File: src/rtl/ad7768_ctrl.sv
// rtl/ad7768_ctrl.sv - AD7768 dual-bus SPI configuration/sync sequencer
// Host words are queued, shifted out MSB-first in SPI mode 3 and optionally followed by a sync pulse.
module ad7768_ctrl #(
  parameter int CLKDIV    = 4,
  parameter int FIFO_LOG2 = 2,
  parameter int CS_GAP    = 2,
  parameter int SYNC_LEN  = 4
) (
  input  logic        clock,
  input  logic        reset_n,
  input  logic [19:0] wdata,
  input  logic        wvalid,
  output logic        wready,
  output logic        busy,
  output logic [15:0] rdata,
  output logic        rvalid,
  output logic [1:0]  acs_n,
  output logic        asclk,
  output logic [1:0]  amosi,
  input  logic [1:0]  amiso,
  output logic [1:0]  sync_n
);

  localparam int DEPTH = 2 ** FIFO_LOG2;

  localparam logic [2:0] S_IDLE  = 3'd0;
  localparam logic [2:0] S_LEAD  = 3'd1;
  localparam logic [2:0] S_SHIFT = 3'd2;
  localparam logic [2:0] S_TRAIL = 3'd3;
  localparam logic [2:0] S_GAP   = 3'd4;
  localparam logic [2:0] S_SYNC  = 3'd5;

  logic [19:0]          mem [DEPTH];
  logic [FIFO_LOG2-1:0] wptr;
  logic [FIFO_LOG2-1:0] rptr;
  logic [FIFO_LOG2:0]   count;
  logic                 push;
  logic                 pop;
  logic [19:0]          head;

  logic [2:0]  state;
  logic [15:0] cnt;
  logic [3:0]  bitcnt;
  logic [15:0] sreg;
  logic [15:0] rx;
  logic [1:0]  mask_q;
  logic        rd_q;
  logic        sync_q;
  logic        miso_bit;

  assign wready   = (count != (FIFO_LOG2 + 1)'(DEPTH));
  assign push     = wvalid & wready;
  assign pop      = (state == S_IDLE) && (count != '0);
  assign head     = mem[rptr];
  assign busy     = (count != '0) || (state != S_IDLE);
  // Bus 0 has priority for read-back, including the broadcast mask 2'b11.
  assign miso_bit = mask_q[0] ? amiso[0] : amiso[1];

  always_ff @(posedge clock) begin
    if (push) mem[wptr] <= wdata;
  end

  always_ff @(posedge clock or negedge reset_n) begin
    if (!reset_n) begin
      wptr  <= '0;
      rptr  <= '0;
      count <= '0;
    end else begin
      if (push) wptr <= wptr + 1'b1;
      if (pop)  rptr <= rptr + 1'b1;
      case ({push, pop})
        2'b10:   count <= count + 1'b1;
        2'b01:   count <= count - 1'b1;
        default: count <= count;
      endcase
    end
  end

  always_ff @(posedge clock or negedge reset_n) begin
    if (!reset_n) begin
      state  <= S_IDLE;
      cnt    <= '0;
      bitcnt <= '0;
      sreg   <= '0;
      rx     <= '0;
      mask_q <= '0;
      rd_q   <= 1'b0;
      sync_q <= 1'b0;
      acs_n  <= 2'b11;
      asclk  <= 1'b1;
      amosi  <= 2'b00;
      sync_n <= 2'b11;
      rdata  <= '0;
      rvalid <= 1'b0;
    end else begin
      rvalid <= 1'b0;
      case (state)
        S_IDLE: begin
          // A zero mask drops the word without touching either bus.
          if (pop && (head[19:18] != 2'b00)) begin
            mask_q <= head[19:18];
            rd_q   <= head[16];
            sync_q <= head[17];
            sreg   <= head[15:0];
            acs_n  <= ~head[19:18];
            amosi  <= {2{head[15]}};
            asclk  <= 1'b1;
            cnt    <= 16'(CLKDIV - 1);
            state  <= S_LEAD;
          end
        end
        S_LEAD: begin
          if (cnt != '0) begin
            cnt <= cnt - 1'b1;
          end else begin
            asclk  <= 1'b0;
            bitcnt <= '0;
            cnt    <= 16'(CLKDIV - 1);
            state  <= S_SHIFT;
          end
        end
        S_SHIFT: begin
          if (cnt != '0) begin
            cnt <= cnt - 1'b1;
          end else if (!asclk) begin
            asclk <= 1'b1;
            rx    <= {rx[14:0], miso_bit};
            cnt   <= 16'(CLKDIV - 1);
          end else if (bitcnt == 4'd15) begin
            cnt   <= 16'(CLKDIV - 1);
            state <= S_TRAIL;
          end else begin
            asclk  <= 1'b0;
            amosi  <= {2{sreg[14]}};
            sreg   <= {sreg[14:0], 1'b0};
            bitcnt <= bitcnt + 1'b1;
            cnt    <= 16'(CLKDIV - 1);
          end
        end
        S_TRAIL: begin
          if (cnt != '0) begin
            cnt <= cnt - 1'b1;
          end else begin
            acs_n <= 2'b11;
            if (rd_q) begin
              rdata  <= rx;
              rvalid <= 1'b1;
            end
            cnt   <= 16'(CS_GAP - 1);
            state <= S_GAP;
          end
        end
        S_GAP: begin
          if (cnt != '0) begin
            cnt <= cnt - 1'b1;
          end else if (sync_q) begin
            sync_n <= ~mask_q;
            cnt    <= 16'(SYNC_LEN - 1);
            state  <= S_SYNC;
          end else begin
            state <= S_IDLE;
          end
        end
        S_SYNC: begin
          if (cnt != '0) begin
            cnt <= cnt - 1'b1;
          end else begin
            sync_n <= 2'b11;
            state  <= S_IDLE;
          end
        end
        default: state <= S_IDLE;
      endcase
    end
  end

endmodule
File: config.mk
export PLATFORM = sky130hd
export DESIGN_NAME = ad7768_ctrl
export DESIGN_NICKNAME = d
export VERILOG_FILES = /design/src/rtl/ad7768_ctrl.sv
export SDC_FILE = /design/constraint.sdc
export NUM_CORES = 1
export LEC_CHECK = 0
export CAP_MARGIN = 20
export CORE_ASPECT_RATIO = 0.8
export CORE_MARGIN = 10
export CORE_UTILIZATION = 59
export CTS_CLUSTER_DIAMETER = 120
export DETAILED_ROUTE_END_ITERATION = 7
export PLACE_DENSITY = 0.89
export RECOVER_POWER = 25
export SYNTH_ARGS = -nofsm -noshare
export SYNTH_HDL_FRONTEND = slang
export SYNTH_SLANG_ARGS = --single-unit
File: constraint.sdc
create_clock -name clock -period 3 [get_ports clock]
set_clock_uncertainty 0.1 [all_clocks]
set_input_delay 0.6 -clock clock [delete_from_list [all_inputs] [get_ports clock]]
set_output_delay 0.6 -clock clock [all_outputs]
set_load 0.02 [all_outputs]
==> impl_metrics.tcl, run 1 <==
set metrics [dict create \
    syn_area_um2 7290 \
    io_pins 51 \
    die_x_um 144 \
    synth_fp_nets 555 \
    core_area_um2 12100 \
    post-route-period-util 0.925 \
    tns_ns 0 \
    max_freq_mhz 360 \
    path_max_fanout 16 \
    power.leakage_uw 0.00354 \
    crit_required_ns 2.30 \
    async_flop_share 0.524 \
    clockRootBuffer "clkbuf_16" \
    clock-sinks 168 \
    grt_max_degree 49 \
    finalWirelength_um 16400 \
    ys_top_cells_by_count "dfrtp_1, edfxtp_1, nand2_1" \
    post-synth-top-count-cell "dfrtp_1" \
    internal_power_uw 5470 \
    synth_seq_cells 168 \
    grt_use_total 0.200 \
    power.total_uw 8520 \
    synth_cells 521 \
    min_path_type "input port to asynchronous set/reset pin" \
    port-buffer-count 50 \
    r2r_cells 4 \
    clkTransAtPathRegs_ns 0.06 \
    synthFlopType "dfrtp_1" \
    via_per_inst 6.42 \
    gp_congestion 0.906 \
    ys.warnings.count 0 \
    hold_viol_final 0 \
    num-nets-final 617 \
    fill_cells 703 \
    synthTopCellsByArea "edfxtp_1, dfrtp_1, mux4_2, mux2_2, nand2_1" \
    cp.arrival_ns 2.08 \
    drtPass1Iterations 5 \
    drt_iter0_drc 657 \
    ant_nets 0 \
    die_h_um 119 \
    synth_top_area_frac 0.329 \
    cts_setup_buffers 0 \
    place_hpwl_um 10100 \
    htreeDepth 4 \
    grt_overflow 0 \
    seqPwrFrac 0.398 \
    grt_pass1_vias 4957 \
    synth-edff-count 80 \
    syn2layout_area_growth_pct 17.4 \
    path_class "register to output pin" \
    power_density_nw_per_um2 995 \
    switchingPower_uw 3050 \
    finalSetupViolations 0 \
    rsz0062_at_grt "false" \
    ys_seq_area_frac 0.632 \
    clock_latency_ns 0.43 \
    crit_path_end_kind "output pin" \
    sw_frac_of_total 0.358 \
    start_util 0.602 \
    numCtsBuffers 17 \
    synth_cell_types 63 \
    status "complete, no violations" \
    p_clk_frac 0.251 \
    maxCapViolCount 0 \
    wire_per_inst_um 21.9 \
    fp.dieArea_um2 17200 \
    startpoint_type "register" \
    cts_resized 0 \
    finalMaxSlewViolations 0 \
    ir_worst_vdd_v 0.000556 \
    fin_crit_ns 2.78 \
    tritoncts "yes" \
    syn-mean-instance-area_um2 14.0 \
    grt_pass1_wl_um 26600 \
    layout-drive-gt1-share 0.185 \
    p_comb_frac 0.351 \
    std_cell_rows 36 \
    yosys.area.top_type "edfxtp_1" \
    postCtsHoldBufs 0 \
    antenna_found_initial 0 \
    dr_total_vias 4802 \
    drc_errors 0 \
    ctsLongestPathBuffers 2 \
    n_antenna_cell 0 \
    worst_pin_slew_ns 1.32 \
    maxSlewHeadroom 0.121 \
]
## power groups by stage
stage | registers, µW | clock network (µW) | logic, µW
after floorplan | 3270 | 0 | 2170
after global placement | 3350 | 0 | 2740
after detailed placement | 3400 | 0 | 2880
after CTS | 3380 | 2160 | 2970
after global routing | 3440 | 2250 | 3250
final | 3390 | 2140 | 2990
## layer usage
| layer | GRT usage | wire (µm) | share of wire | vias to the layer above |
|---|---|---|---|---|
| li1 | - | - | - | 2054 |
| met1 | 0.241 | 6180 | 0.38 | 2422 |
| met2 | 0.328 | 8380 | 0.51 | 267 |
| met3 | 0.0532 | 1300 | 0.079 | 59 |
| met4 | 0.0921 | 555 | 0.034 | 0 |
| met5 | 0 | 0 | 0 | - |
## worst paths after layout
kind	from	endpoint	slack [ns]
worst max register to register	rptr[0]	sreg[12]	0.32
worst min register to register	sreg[0]	sreg[0]	0.39
max in group asynchronous	reset_n	bitcnt[1]	0.57
worst min-delay path	reset_n	cnt[8]	0.31
worst max-delay path	state[2]	busy	0.22
min in group clock	sreg[0]	sreg[0]	0.39
## worst max-delay path: stages (launching register included)
cell and delay [ns]:
dfrtp_1 0.58, nor3_1 0.37, nand2_1 0.14, clkdlybuf4s50_1 0.56
## per-stage QoR
stage	instances	util	instance area [µm²]	hold slack, ns	setup WS [ns]
global route	748	0.707	8570	0.385	0.125
finish	748	0.707	8570	0.305	0.224
floorplan	521	-	7290	0.204	0.665
global placement	716	0.660	8000	0.359	0.526
CTS	748	0.708	8580	0.0953	0.242
detailed placement	716	0.660	8000	0.378	0.454
## area by class of cell
cell class,count,area [µm²],share of cell area
Sequential cell,168,4610,0.538
Multi-Input combinational cell,312,2500,0.292
Timing Repair Buffer,66,621,0.0724
Clock buffer,23,490,0.0573
Tap cell,152,190,0.0222
Clock inverter,9,88.8,0.0104
Inverter,18,67.6,0.00789
## sequential cells by signal, indices dropped and copies added, names as in the netlist
signal and count:
count 3, sync_q 1, amosi 1, state 3, rd_q 1, rdata 16
bitcnt 4, rx 16, rvalid 1, asclk 1, wptr 2, sreg 15
sync_n 2, mask_q 2, mem 80, cnt 16, acs_n 2, rptr 2
## cells in the final DEF (no fill, tap or decap), types with 5 or more instances in the layout
master           synthesis  layout
nor2_1                  20      20
nor3_1                   8       8
dlygate4sd3_1            0       5
mux4_2                  20      20
a21oi_1                 13      13
a31oi_1                  7       7
buf_4                    2      15
and3_1                   5       5
nand2_1                 76      76
inv_1                   17      17
mux2_1                  19      19
dfstp_2                  5       5
xor2_1                   5       5
a21o_1                   6       6
ha_1                     8       8
dfrtp_1                 83      83
o21ai_0                 12      12
or3_1                    6       6
edfxtp_1                80      80
clkbuf_16                0      19
nand3_1                 11      11
mux2_2                  31      31
clkdlybuf4s50_1          0      44
## cell families (layout without fill, tap and decap cells)
logic type | count (synthesis) | count (layout) | share of synthesized area
mux | 73 | 73 | 0.143
xor+xnor | 9 | 9 | 0.0108
buf+inv | 41 | 116 | 0.0254
compound gates | 70 | 70 | 0.0667
fa+ha+maj | 9 | 9 | 0.0165
simple gates | 151 | 151 | 0.105
flops | 168 | 168 | 0.632
(Power assumes the default switching activity.)
==> run 2, diff against run 1 <==
- ABC_AREA: not set -> 1
==> run 2 against run 1 <==
Compared with the run above: the run now ends with capacitance limit, slew limit left; combinational power up 28%; utilization down 1.4 points; first-iteration DRC count down 12%; sequential cell count unchanged; non-clock buffer count down 6; wire length up 4.2%; hold slack better by 0.066 ns; cell area up 4.1%; via count up 17%; critical endpoint unchanged.
==> impl_metrics.tcl, run 2 <==
set metrics [dict create \
    clock-sinks 168 \
    antenna_found_initial 0 \
    ys_top_cells_by_count "nand2_1, nor2_1, dfrtp_1" \
    synth_cell_types 45 \
    layout-drive-gt1-share 0.151 \
    max_freq_mhz 359 \
    crit_required_ns 2.30 \
    largest_reg_flops 80 \
    ir_worst_vdd_v 0.000775 \
    grt_max_degree 89 \
    gp_congestion 0.897 \
    start_util 0.603 \
    finalMaxSlewViolations 89 \
    wire_per_inst_um 17.1 \
    synth_seq_cells 168 \
    cp_top_family "buffers and inverters" \
    post-synth-top-count-cell "nand2_1" \
    power.leakage_uw 0.00380 \
    hold_viol_final 0 \
    layout_commonest_cell "nand2_1" \
    tritoncts "yes" \
    io_pins 51 \
    die_x_um 148 \
    synthTopCellsByArea "edfxtp_1, dfrtp_1, nand2_1, nor2_1, inv_1" \
    synth-edff-count 80 \
    grt_pass1_wl_um 28200 \
    path_buf_inv 2 \
    cpMaxStageDelayCell "clkdlybuf4s50_1" \
    fin_util 0.693 \
    violations "capacitance limit, slew limit" \
    post-route-period-util 0.929 \
    std_cell_rows 37 \
    p_clk_frac 0.230 \
    grt_pass1_vias 5552 \
    drtPass1Iterations 5 \
    synth_fp_nets 802 \
    hp-start "acs_n[1]" \
    crit_start "state[1]" \
    drc_errors 0 \
    startpoint_type "register" \
    cts_setup_buffers 0 \
    die_h_um 123 \
    synth_top_area_frac 0.310 \
    top_register "mem" \
    cts_resized 0 \
    grt_overflow 0 \
    hold_depth 2 \
    async_flop_share 0.524 \
    place_hpwl_um 11000 \
    worst_hold_path.endpoint "acs_n[1]" \
    r2r-start "cnt[0]" \
    sw_frac_of_total 0.422 \
    fill_cells 862 \
    via_per_inst 5.62 \
    maxCapViolCount 1 \
    power_density_nw_per_um2 1050 \
    grt_use_total 0.195 \
    switchingPower_uw 3950 \
    port-buffer-count 50 \
    core_area_um2 12900 \
    tns_ns 0 \
    clkTransAtPathRegs_ns 0.07 \
    crit_path_end_kind "output pin" \
    r2r_cells 11 \
    maxSlewHeadroom -0.441 \
    path_cells "nor2_4 > nand2_4 > inv_2 > nand2_1 > clkdlybuf4s50_1" \
    multi_input_area_um2 2670 \
    synthFlopType "dfrtp_1" \
    syn2layout_area_growth_pct 15.0 \
    internal_power_uw 5410 \
    yosys.area.top_type "edfxtp_1" \
    seqPwrFrac 0.361 \
    dr_total_vias 5635 \
    ys.warnings.count 0 \
    cp.arrival_ns 2.09 \
    syn-mean-instance-area_um2 10.1 \
    finalWirelength_um 17100 \
    path_class "register to output pin" \
    min_path_type "register to register" \
    drt_iter0_drc 579 \
    ctsLongestPathBuffers 2 \
    num-nets-final 849 \
    path_max_fanout 6 \
    n_antenna_cell 0 \
    seq_area_um2 4610 \
    fin_crit_ns 2.79 \
    worst_pin_slew_ns 2.16 \
    status "complete, but fails checks" \
    syn_area_um2 7760 \
    rsz0062_at_grt "false" \
    ff2ff_setup_slack_ns 0.63 \
    finalSetupViolations 0 \
    htreeDepth 4 \
    clock_latency_ns 0.43 \
    clockRootBuffer "clkbuf_16" \
    ant_nets 0 \
    layout_common_cells "nand2_1, nor2_1, dfrtp_1" \
    r2r_end "rx[6]" \
    synth_cells 768 \
    numCtsBuffers 17 \
    critPathMaxStageDelay_ns 0.59 \
    ys_seq_area_frac 0.594 \
    fp.dieArea_um2 18200 \
    p_comb_frac 0.410 \
    postCtsHoldBufs 0 \
]
run 2: cell count changes after synthesis, moves of 14 or more:
cell | previous run | this run
nand2_1 | 76 | 167
nor2_1 | 20 | 94
inv_1 | 17 | 59
mux2_2 | 31 | 0
o21ai_0 | 12 | 42
o21ai_1 | 0 | 26
o21ai_2 | 0 | 22
mux4_2 | 20 | 0
mux2_1 | 19 | 0
nand4_1 | 4 | 19
nand2_2 | 0 | 14
run 2: routing by layer:
layer | wire length [µm] | global-route usage | up-vias
li1 | - | - | 2636
met1 | 7130 | 0.244 | 2745
met2 | 8510 | 0.326 | 218
met3 | 1170 | 0.0482 | 36
met4 | 300 | 0.0667 | 0
met5 | 0 | 0 | -
run 2: worst max-delay path by stage:
| stage | to | slack, ns | cells past startpoint |
|---|---|---|---|
| 2_1_floorplan | mem[0][0] | 0.72 | 4 |
| 3_3_place_gp | count[2] | 0.57 | 8 |
| 3_5_place_dp | count[2] | 0.52 | 8 |
| 4_1_cts | busy | 0.21 | 5 |
| 5_1_grt | busy | 0.14 | 5 |
| 6_report | busy | 0.21 | 5 |
run 2: layout make-up:
class / count / area share
tap: 175 / 0.0245
multi-input combinational: 500 / 0.299
sequential: 168 / 0.517
clock inverter: 15 / 0.0189
timing repair buffer: 60 / 0.0640
clock buffer: 17 / 0.0477
inverter: 68 / 0.0288
run 2: through the flow:
step           power (µW)  cell area, µm²  setup WS (ns)  hold WS, ns  cells
2_1_floorplan        6360            7760          0.716        0.204    768
3_3_place_gp         6950            8340          0.569        0.366    971
3_5_place_dp         7170            8340          0.518        0.362    971
4_1_cts              9370            8930          0.211        0.121   1003
5_1_grt              9970            8920          0.136        0.384   1003
6_report             9360            8920          0.212        0.371   1003
run 2: power groups by stage:
stage	registers, µW	logic [µW]	clock network, µW
after global placement	3370	3580	0
final	3380	3840	2150
after floorplan	3360	3000	0
after global routing	3430	4270	2270
after detailed placement	3400	3760	0
after CTS	3370	3830	2170
run 2: cell families (layout without fill, tap and decap cells):
| family | after synthesis | count (layout) | synth area share |
|---|---|---|---|
| compound gates | 132 | 132 | 0.106 |
| mux | 1 | 1 | 0.00129 |
| xor+xnor | 12 | 12 | 0.0135 |
| fa+ha+maj | 9 | 9 | 0.0155 |
| simple gates | 346 | 346 | 0.208 |
| flops | 168 | 168 | 0.594 |
| buf+inv | 100 | 160 | 0.0616 |
run 2: tightest hold or removal path: stages (launching register included):
cell and delay [ns]:
dfstp_2 0.38, inv_1 0.04, a21oi_1 0.06
==> run 3, diff against run 2 <==
- ABC_AREA: 1 -> 0
==> results of run 3 <==
Same layout as run 1: the final DEF is identical, and so are final timing and power.
